`src/rtl/data_cache_responder.sv`:
```
`timescale 1ns/1ps
// Direct-mapped, write-through, no-write-allocate data cache between the core's
// load/store port and a word-addressed backing memory, with saturating hit/miss counters.
module data_cache_responder #(
  parameter int LINES = 16,
  parameter int IDX_W = 4
) (
  input  logic        clk,
  input  logic        reset,
  input  logic [11:0] address,
  input  logic [31:0] data,
  input  logic        r_en,
  input  logic        w_en,
  output logic        stall,
  output logic [31:0] saida_cache,
  output logic [11:0] mem_address,
  output logic [31:0] mem_wdata,
  output logic        mem_r_en,
  output logic        mem_w_en,
  input  logic [31:0] mem_rdata,
  input  logic        mem_ready,
  output logic [15:0] hits,
  output logic [15:0] misses
);

  localparam int TAG_W = 12 - IDX_W;

  typedef enum logic [1:0] {IDLE, MISS_RD, WR_THRU, DONE} state_t;

  state_t             state_r;
  logic [LINES-1:0]   valid_r;
  logic [TAG_W-1:0]   tag_r  [LINES];
  logic [31:0]        word_r [LINES];

  logic               req_s;
  logic               hit_s;
  logic               txn_hit_s;
  logic [IDX_W-1:0]   req_idx_s;
  logic [TAG_W-1:0]   req_tag_s;
  logic [IDX_W-1:0]   txn_idx_s;
  logic [TAG_W-1:0]   txn_tag_s;

  function automatic logic [15:0] sat_inc(input logic [15:0] v);
    return (v == 16'hFFFF) ? v : v + 16'd1;
  endfunction

  // Tag compares for the incoming request and for the in-flight (latched) transaction
  always_comb begin
    req_s     = r_en | w_en;
    req_idx_s = address[IDX_W-1:0];
    req_tag_s = address[11:IDX_W];
    txn_idx_s = mem_address[IDX_W-1:0];
    txn_tag_s = mem_address[11:IDX_W];
    hit_s     = valid_r[req_idx_s] && (tag_r[req_idx_s] == req_tag_s);
    txn_hit_s = valid_r[txn_idx_s] && (tag_r[txn_idx_s] == txn_tag_s);
    stall     = req_s && (state_r != DONE);
  end

  // Request FSM, line storage, backing-memory port and counters
  always_ff @(posedge clk) begin
    if (reset) begin
      state_r     <= IDLE;
      valid_r     <= '0;
      saida_cache <= 32'd0;
      hits        <= 16'd0;
      misses      <= 16'd0;
      mem_address <= 12'd0;
      mem_wdata   <= 32'd0;
      mem_r_en    <= 1'b0;
      mem_w_en    <= 1'b0;
    end else begin
      case (state_r)
        IDLE: begin
          if (req_s) begin
            if (w_en) begin
              mem_w_en    <= 1'b1;
              mem_address <= address;
              mem_wdata   <= data;
              state_r     <= WR_THRU;
            end else if (hit_s) begin
              saida_cache <= word_r[req_idx_s];
              hits        <= sat_inc(hits);
              state_r     <= DONE;
            end else begin
              misses      <= sat_inc(misses);
              mem_r_en    <= 1'b1;
              mem_address <= address;
              state_r     <= MISS_RD;
            end
          end
        end
        // The transaction address is latched, so the core dropping req mid-flight is harmless
        MISS_RD: begin
          if (mem_ready) begin
            valid_r[txn_idx_s] <= 1'b1;
            tag_r[txn_idx_s]   <= txn_tag_s;
            word_r[txn_idx_s]  <= mem_rdata;
            saida_cache        <= mem_rdata;
            mem_r_en           <= 1'b0;
            mem_address        <= 12'd0;
            state_r            <= DONE;
          end
        end
        WR_THRU: begin
          if (mem_ready) begin
            if (txn_hit_s) begin
              word_r[txn_idx_s] <= mem_wdata;
            end
            mem_w_en    <= 1'b0;
            mem_address <= 12'd0;
            mem_wdata   <= 32'd0;
            state_r     <= DONE;
          end
        end
        DONE: begin
          if (!req_s) begin
            state_r <= IDLE;
          end
        end
        default: begin
          state_r <= IDLE;
        end
      endcase
    end
  end

endmodule

```
`config.mk`:
```
export PLATFORM = sky130hd
export DESIGN_NAME = data_cache_responder
export DESIGN_NICKNAME = d
export VERILOG_FILES = /design/src/rtl/data_cache_responder.sv
export SDC_FILE = /design/constraint.sdc
export NUM_CORES = 1
export LEC_CHECK = 0
export CORE_MARGIN = 4
export CORE_UTILIZATION = 40
export DETAILED_ROUTE_END_ITERATION = 7
export PLACE_DENSITY = 0.57
export REMOVE_ABC_BUFFERS = 1
export SYNTH_ARGS = -nofsm -noshare
export SYNTH_HDL_FRONTEND = slang
export SYNTH_SLANG_ARGS = --single-unit
```
`constraint.sdc`:
```
create_clock -name clk -period 11.9 [get_ports clk]
set_input_delay 1.785 -clock clk [delete_from_list [all_inputs] [get_ports clk]]
set_output_delay 1.785 -clock clk [all_outputs]
set_load 0.01 [all_outputs]
```
==> impl_results.md, run 1 <==
- Final GP Congestion: 0.7792
- Chip Height: 288.6 microns
- Synth warnings: 0
- Ant. Diodes: 0
- CTS resizes: 0
- Gate Count Post-Synth: 1725
- Die Wd: 288.6 microns
- Slew Limit Fails: 0
- Clk sinks: 772
- Final worst slack: 5.721 ns
- GRT overflow: 0
- Setup TNS: 0 ns
- First-pass GRT wire length: 114.5 mm
- Detailed router's first-iteration violation count: 1437
- Area grow syn2layout: 18.07%
- GRT Overall Usage: 18.61%
- # setup viols final: 0
- Leakage: 11.74 nW
- Post-CTS Setup Bufs: 0
- Synth Register Bits: 772
- Worst slack, placed: 5.103 ns
- Post-layout utilization of the core: 47.84%
- Hold-fix buffers, CTS: 0
- Drt drc: 0
- Cells on worst reg2reg path: 11
- Max Freq: 161.8 MHz
- Final wirelength: 77.73 mm
- Hold Crit Depth: 2
- PD cells: 178.4 nW/um^2
- Synth unique cells: 56
- Synth top area share: 61.02%
- IO Pins: 192
- Clock Path Buffers: 3
- Core area: 77720 sq um
- Mean Syn Cell Area: 18.26 sq um
- Status: finished, final reports clean
- Number of global-route vias before repair: 17210
- Clock Latency Late Sink: 0.62 ns
- Ys flop type: edfxtp_1
- PortBufs: 191
- Root Buffer: clkbuf_16
- Initial antenna violation count: 1
- Die footprint: 83290 sq um
- DR vias/cell: 5.600
- Number of synthesized flops with an enable pin: 640
- NumNets Final: 2009
- Largest area contributor in the netlist: edfxtp_1
- Final period utilization: 51.93%
- Crit path launch type: primary input
- Critical path type: in2reg
- Worst-path maximum fanout: 85
- Worst hold path type: reg2reg
- Final ANT Viol Nets: 0
- Share of cells above drive strength 1: 21.96%
- Initial core utilization: 40.52%
- Routed len/inst: 25.65 microns
- Data arrival, critical path: 6.69 ns
- Min cycle time layout: 6.179 ns
- Worst-path clk slew: 0.06 ns
- Largest net degree at the start of global routing: 86
- R2r endpoint: word_r[5][31]
- CTS tree: built
- Worst slew margin: 21.14%
- Flop2flop setup slack: 6.96 ns
- Final Skew: 0.04326 ns
- Dpl hpwl: 43.97 mm
- Min-delay src: valid_r[14]
- Sequential fraction of the synthesis area: 69.41%
- Worst setup EP type: flop
- Synthesized area: 31490 sq um
- RSZ-0062 raised after global routing: false
- 1st-pass router iterations: 5
- Row count: 102
- Overall Power: 0.006634 W
- Via count: 16970
- CTS buffer count: 82
- Synth top area cells: edfxtp_1 (61%), mux4_2 (16%), dfxtp_1 (8.4%), mux2i_1 (2.6%), nor2_1 (1.8%)
- Hold path endpoint: valid_r[14]
- Final Hold Fails: 0
- Max cap viols: 0
- Tightest Pin Transition: 1.179 ns
- H-tree depth: 3
- Post-synth ARST share: 0%
- Worst EP required: 12.41 ns
- Maximum VDD drop: 0.09916 mV
state kept, by name, indices dropped and copies added, names as in the netlist, named ones only:
name and count:
state_r 2, mem_address 12, mem_w_en 1, word_r 512, tag_r 128, mem_r_en 1
hits 16, valid_r 16, saida_cache 32, mem_wdata 32, misses 16
worst max-delay path by stage:
stage | from | endpoint | slack [ns] | depth (start not counted)
6_report | address[1] | saida_cache[22] | 5.72 | 13
5_1_grt | address[0] | saida_cache[22] | 5.41 | 13
4_1_cts | address[0] | saida_cache[22] | 5.75 | 13
3_5_place_dp | address[0] | saida_cache[18] | 5.10 | 13
3_3_place_gp | address[0] | saida_cache[26] | 5.15 | 13
2_1_floorplan | flop | word_r[12][0] | 5.65 | 8
synth_stat cells (2+ instances only):
| master | instances |
|---|---|
| a211o_1 | 2 |
| a211oi_1 | 35 |
| a21o_1 | 2 |
| a21oi_1 | 22 |
| a221o_1 | 2 |
| a221oi_1 | 4 |
| a22oi_1 | 40 |
| a41o_1 | 2 |
| and2_1 | 4 |
| and3_1 | 8 |
| and4_1 | 4 |
| buf_1 | 21 |
| buf_12 | 2 |
| buf_2 | 14 |
| buf_4 | 4 |
| buf_6 | 3 |
| clkbuf_1 | 67 |
| dfxtp_1 | 132 |
| edfxtp_1 | 640 |
| ha_1 | 6 |
| inv_1 | 30 |
| mux2_2 | 33 |
| mux2i_1 | 81 |
| mux4_1 | 3 |
| mux4_2 | 223 |
| nand2_1 | 33 |
| nand2b_1 | 7 |
| nand3_1 | 17 |
| nand3b_1 | 2 |
| nand4_1 | 4 |
| nand4b_1 | 3 |
| nor2_1 | 147 |
| nor2b_1 | 22 |
| nor3_1 | 9 |
| nor4_1 | 5 |
| o211ai_1 | 2 |
| o21ai_0 | 17 |
| o22ai_1 | 16 |
| or3_1 | 11 |
| or4_1 | 2 |
| xnor2_1 | 19 |
| xor2_1 | 11 |
cells by family after synthesis:
logic type	share of synthesized area [%]
and+or+nand+nor	4.140
AOI/OAI and AO/OA	3.464
xor gates and xnor gates	0.8343
buffers and inverters	1.959
adders and majority gates	0.2384
DFF	69.41
muxes	19.95
power by group:
| part | switching [W] | internal [W] |
|---|---|---|
| Sequential | 0.000127 | 0.00306 |
| Clock | 0.00105 | 0.00139 |
| Combinational | 0.000548 | 0.000450 |
| Total | 0.00173 | 0.00490 |
layout by cell type (no fill, tap or decap), types with 8 or more instances in the layout:
cell type and instances:
mux2i_1 81, clkbuf_1 23, o21ai_0 17, a211oi_1 35
and3_1 8, a21oi_1 22, inv_1 30, nor2_1 130
clkdlybuf4s50_1 186, nor2_4 17, nor3_1 9, nor2b_1 22
clkinv_1 12, clkbuf_16 84, nand2_1 33, clkinv_2 16
dfxtp_1 130, xor2_1 11, mux4_2 223, xnor2_1 19
buf_4 35, edfxtp_1 640, o22ai_1 16, mux2_2 33
nand3_1 17, a22oi_1 40, or3_1 11
layout make-up:
type / instances / area (sq um)
multi-input cells: 812 / 9153
clock inverters: 42 / 370.4
well taps: 1040 / 1301
flip-flops and latches: 772 / 21860
fillers: 6456 / 40540
clock buffers: 110 / 2230
inverters: 30 / 112.6
repair buffers: 224 / 2156
critical path, stage by stage:
cell      delay (ns)
buf_6           0.63
buf_4           0.92
mux4_2          0.38
mux2i_1         0.10
nor3_1          0.19
o21ai_0         0.11
a32o_1          0.25
or4_1           0.53
buf_4           0.24
o31ai_4         0.19
buf_4           0.63
nor2_1          0.09
a211oi_1        0.24
layer usage:
metal / vias to the layer above / wire length (microns) / GRT usage (%)
met1: 8940 / 34570 / 26.88
met5: - / 0 / 0
met3: 99 / 4970 / 3.244
met2: 560 / 36650 / 29.64
met4: 0 / 1542 / 4.721
li1: 7369 / - / -
stage by stage:
| step | cell area, sq um | cells | hold slack (ns) |
|---|---|---|---|
| 2_1_floorplan | 30990 | 1614 | 0.4580 |
| 3_3_place_gp | 34590 | 2878 | 0.4683 |
| 3_5_place_dp | 34590 | 2878 | 0.4760 |
| 4_1_cts | 37190 | 3030 | 0.4853 |
| 5_1_grt | 37190 | 3030 | 0.5073 |
| 6_report | 37190 | 3030 | 0.4844 |
(Power assumes the default switching activity.)
==> inputs of run 2 (changes only) <==
--- a/config.mk
+++ b/config.mk
@@ -8,7 +8,7 @@
 export CORE_MARGIN = 4
 export CORE_UTILIZATION = 40
 export DETAILED_ROUTE_END_ITERATION = 7
-export PLACE_DENSITY = 0.57
+export PLACE_DENSITY = 0.6
 export REMOVE_ABC_BUFFERS = 1
 export SYNTH_ARGS = -nofsm -noshare
 export SYNTH_HDL_FRONTEND = slang
==> constraint.sdc (replaced) <==
create_clock -name clk -period 5.1 [get_ports clk]
set_input_delay 0.765 -clock clk [delete_from_list [all_inputs] [get_ports clk]]
set_output_delay 0.765 -clock clk [all_outputs]
set_load 0.01 [all_outputs]
==> impl_results.md, run 2 (synthesis results as in run 1) <==
- Fin Hold WS: 0.4936 ns
- Overall Power: 0.01568 W
- IO Pins: 192
- Worst-path maximum fanout: 17
- Drt drc: 0
- Worst setup EP type: flop
- Root Buffer: clkbuf_16
- DR vias/cell: 5.593
- Clk sinks: 772
- Top layer in use: met4
- Area grow syn2layout: 19.43%
- Met3 WL: 4.384 mm
- Cells after DPL: 2906
- Critical path type: reg2reg
- Largest net degree at the start of global routing: 94
- Critical-path cell list: buf_12 -> mux4_2 -> mux4_2 -> xor2_1 -> nor3_1 -> nand4_1 -> nand2_1 -> nand3_1 -> nor2_4 -> buf_12
- NumNets Final: 2037
- Ant. Diodes: 0
- Slew Limit Fails: 0
- Number of global-route vias before repair: 17460
- Post-layout utilization of the core: 48.39%
- H-tree depth: 3
- CTS tree: built
- DP Area: 34940 sq um
- GRT Overall Usage: 18.81%
- Chip Height: 288.6 microns
- Initial antenna violation count: 0
- Min-delay src: valid_r[14]
- Clock Path Buffers: 3
- Hold-fix buffers, CTS: 0
- Post-route cell area: 37610 sq um
- Routed len/inst: 25.70 microns
- Biggest regs: word_r (512), tag_r (128)
- Max cap viols: 0
- Min cycle time layout: 4.273 ns
- Maximum VDD drop: 0.2645 mV
- CTS resizes: 0
- Worst-path clk slew: 0.06 ns
- Die Wd: 288.6 microns
- Area occupied by multi-input gates: 9153 sq um
- Met2 wire len: 38.68 mm
- Initial core utilization: 40.52%
- Worst hold path type: reg2reg
- Data arrival, critical path: 4.59 ns
- Post-CTS Setup Bufs: 0
- Sequential Area: 21860 sq um
- Crit path launch type: flop
- Final GP Congestion: 0.8440
- Final Non-Filler Cells: 3058
- Delay-heaviest family, CP: simple AND/OR/NAND/NOR gates
- Clock Latency Late Sink: 0.63 ns
- Largest stage delay on the critical path: 0.57 ns
- Flop2flop setup slack: 0.83 ns
- PortBufs: 191
- Commonest non-fill, non-tap cells in the layout: edfxtp_1 (640), mux4_2 (223), clkdlybuf4s50_1 (186)
- RSZ-0062 raised after global routing: false
- 1st-pass router iterations: 7
- Final Skew: 0.02639 ns
- Die footprint: 83290 sq um
- CP bufs+invs: 2
- Share of cells above drive strength 1: 22.89%
- Core area: 77720 sq um
- Worst EP required: 5.42 ns
- Max FFs per register: 512
- Detailed router's first-iteration violation count: 1414
- Fillers: 6400
- First-pass GRT wire length: 116.0 mm
- Final ANT Viol Nets: 0
- Slowest cell on crit path: dfxtp_2
- Metal1 wirelength: 34.26 mm
- CTS buffer count: 82
- Leakage: 11.96 nW
- Max Freq: 234.0 MHz
- GRT overflow: 0
- Final wirelength: 78.58 mm
- Top reg by flops: word_r
- Via count: 17100
- Dpl hpwl: 46.45 mm
- # setup viols final: 0
- Final Hold Fails: 0
- Row count: 102
- Commonest non-fill, non-tap cell in the layout: edfxtp_1
- Status: finished, final reports clean
- Worst slew margin: 18.31%
- PD cells: 417.0 nW/um^2
- Final period utilization: 83.79%
- Tightest Pin Transition: 1.221 ns
-- run 2: final timing paths --
path               endpoint  cells after the start
max          word_r[12][21]                     10
min             valid_r[14]                      2
max reg2reg  word_r[12][21]                     10
min reg2reg     valid_r[14]                      2
-- run 2: area by class of cell --
cell class / instances / area share (%)
flip-flops and latches: 772 / 58.13
multi-input cells: 812 / 24.33
repair buffers: 252 / 6.690
clock buffers: 122 / 6.157
well taps: 1040 / 3.460
clock inverters: 30 / 0.9348
inverters: 30 / 0.2994
-- run 2: through the flow --
step / worst slack (ns) / setup TNS [ns]
after CTS: 0.7869 / 0
after floorplan: -1.153 / -577.71
after detailed placement: 0.7650 / 0
after global placement: 0.7363 / 0
after global routing: 0.6821 / 0
final: 0.8266 / 0
-- run 2: routing by layer --
metal / vias up / track usage (%)
met5: - / 0
met3: 95 / 2.991
met4: 0 / 4.328
met1: 9062 / 26.36
li1: 7423 / -
met2: 523 / 31.27
-- run 2: where the power goes --
group          internal [W]  total [W]  switching [W]  leakage [nW]
combinational       0.00108    0.00237        0.00129          3.81
sequential          0.00714    0.00744       0.000300          6.85
clock               0.00343    0.00588        0.00245          1.30
total                0.0116     0.0157        0.00404          12.0
-- run 2: tightest hold or removal path, stage by stage (launching register included) --
cell and delay, ns:
dfxtp_1 0.32, inv_1 0.05, o22ai_1 0.07
==> inputs of run 3 (changes only) <==
==> constraint.sdc (replaced) <==
create_clock -name clk -period 3.8 [get_ports clk]
set_input_delay 0.57 -clock clk [delete_from_list [all_inputs] [get_ports clk]]
set_output_delay 0.57 -clock clk [all_outputs]
set_load 0.01 [all_outputs]
==> impl_results.md, run 3 (synthesis results as in run 1) <==
- Final wirelength: 79.43 mm
- CTS buffer count: 82
- Worst-path maximum fanout: 21
- Top layer in use: met4
- DR vias/cell: 5.526
- Final Hold Fails: 0
- GRT Overall Usage: 18.97%
- Chip Height: 288.6 microns
- Final Skew: 0.02470 ns
- Min cycle time layout: 3.675 ns
- Critical path destination: word_r[15][14]
- Initial core utilization: 40.52%
- Delay-heaviest family, CP: multiplexers
- PD cells: 543.3 nW/um^2
- Worst setup EP type: flop
- Die Wd: 288.6 microns
- 1st-pass router iterations: 5
- Commonest non-fill, non-tap cell in the layout: edfxtp_1
- Metal1 wirelength: 33.66 mm
- Worst EP required: 4.13 ns
- Root Buffer: clkbuf_16
- Max cap viols: 0
- Critical-path cell list: buf_12 -> mux4_2 -> mux4_2 -> xnor2_1 -> and4_1 -> nand4_1 -> nand2_2 -> nand3_1 -> buf_4 -> nor2_4 -> buf_12
- Status: finished, final reports clean
- Number of global-route vias before repair: 17770
- Flop2flop setup slack: 0.12 ns
- Hold-fix buffers, CTS: 0
- Fillers: 6399
- Tightest Pin Transition: 1.015 ns
- Drt drc: 0
- Max FFs per register: 512
- Largest net degree at the start of global routing: 129
- Final period utilization: 96.71%
- Met3 WL: 4.713 mm
- Top reg by flops: word_r
- Overall Power: 0.02086 W
- Core area: 77720 sq um
- RSZ-0062 raised after global routing: false
- Post-CTS Setup Bufs: 0
- Slew Limit Fails: 0
- Routed len/inst: 25.42 microns
- Final Non-Filler Cells: 3125
- Initial antenna violation count: 0
- IO Pins: 192
- Max Freq: 272.1 MHz
- Worst slew margin: 32.31%
- Final ANT Viol Nets: 0
- First-pass GRT wire length: 116.8 mm
- Crit path launch type: flop
- CTS tree: built
- Slowest cell on crit path: mux4_2
- Worst hold path type: reg2reg
- Share of cells above drive strength 1: 25.32%
- Met2 wire len: 39.56 mm
- H-tree depth: 3
- Clock Latency Late Sink: 0.64 ns
- Worst-path clk slew: 0.06 ns
- Cells after DPL: 2974
- Ant. Diodes: 0
- CP bufs+invs: 3
- Maximum VDD drop: 0.3656 mV
- Post-layout utilization of the core: 49.41%
- R2r endpoint: word_r[15][14]
- Clk sinks: 772
- Detailed router's first-iteration violation count: 1608
- Min-delay src: valid_r[13]
- Leakage: 12.34 nW
- Biggest regs: word_r (512), tag_r (128)
- CTS resizes: 0
- Via count: 17270
- Clock Path Buffers: 3
- GRT overflow: 0
- Setup TNS: 0 ns
- Die footprint: 83290 sq um
- Dpl hpwl: 50.07 mm
- Cells on worst reg2reg path: 11
- Commonest non-fill, non-tap cells in the layout: edfxtp_1 (640), mux4_2 (223), clkdlybuf4s50_1 (186)
- # setup viols final: 0
- Row count: 102
- Area grow syn2layout: 21.93%
- Final GP Congestion: 0.7966
- PortBufs: 191
- Data arrival, critical path: 4.01 ns
- NumNets Final: 2105
- Critical path type: reg2reg
- Largest stage delay on the critical path: 0.54 ns
- Critical path depth: 11
run 3: cell count changes in the layout (fill, tap and decap cells not counted), sizes merged:
cell,change
clkinvlp,+3
clkbuf,-15
inv,-2
buf,+68
clkinv,+16
bufinv,-3
run 3: cell type report:
class | instances | area (sq um) | share of cell area, %
Clock buffer | 107 | 2188 | 5.699
Timing Repair Buffer | 320 | 3427 | 8.924
Sequential cell | 772 | 21860 | 56.93
Tap cell | 1040 | 1301 | 3.389
Inverter | 30 | 112.6 | 0.2932
Multi-Input combinational cell | 812 | 9158 | 23.85
Clock inverter | 44 | 351.6 | 0.9156
run 3: worst min path at each step:
stage / to / slack [ns] / cells past startpoint
finish: valid_r[13] / 0.49 / 2
global route: valid_r[0] / 0.51 / 2
CTS: valid_r[13] / 0.49 / 2
detailed placement: valid_r[13] / 0.48 / 2
global placement: misses[5] / 0.48 / 2
floorplan: valid_r[14] / 0.46 / 2
run 3: metal layers:
layer	vias up	track usage (%)
li1	7573	-
met1	9048	25.98
met2	537	32.00
met3	110	3.323
met4	0	4.328
met5	-	0
run 3: through the flow:
stage | cell area, sq um | hold slack, ns | setup slack (ns)
5_1_grt | 38400 | 0.5132 | 0.03014
6_report | 38400 | 0.4941 | 0.1249
3_3_place_gp | 35860 | 0.4765 | -0.03545
3_5_place_dp | 35860 | 0.4824 | -0.04439
4_1_cts | 38400 | 0.4913 | 0.1496
2_1_floorplan | 30990 | 0.4580 | -2.453
run 3: worst min-delay path: stages (launching register included):
cell	delay, ns
dfxtp_1	0.32
inv_1	0.05
o22ai_1	0.07
run 3: power breakdown:
group,internal (W),switching (W)
Combinational,0.00159,0.00186
Sequential,0.00958,0.000291
Clock,0.00424,0.00330
Total,0.0154,0.00546
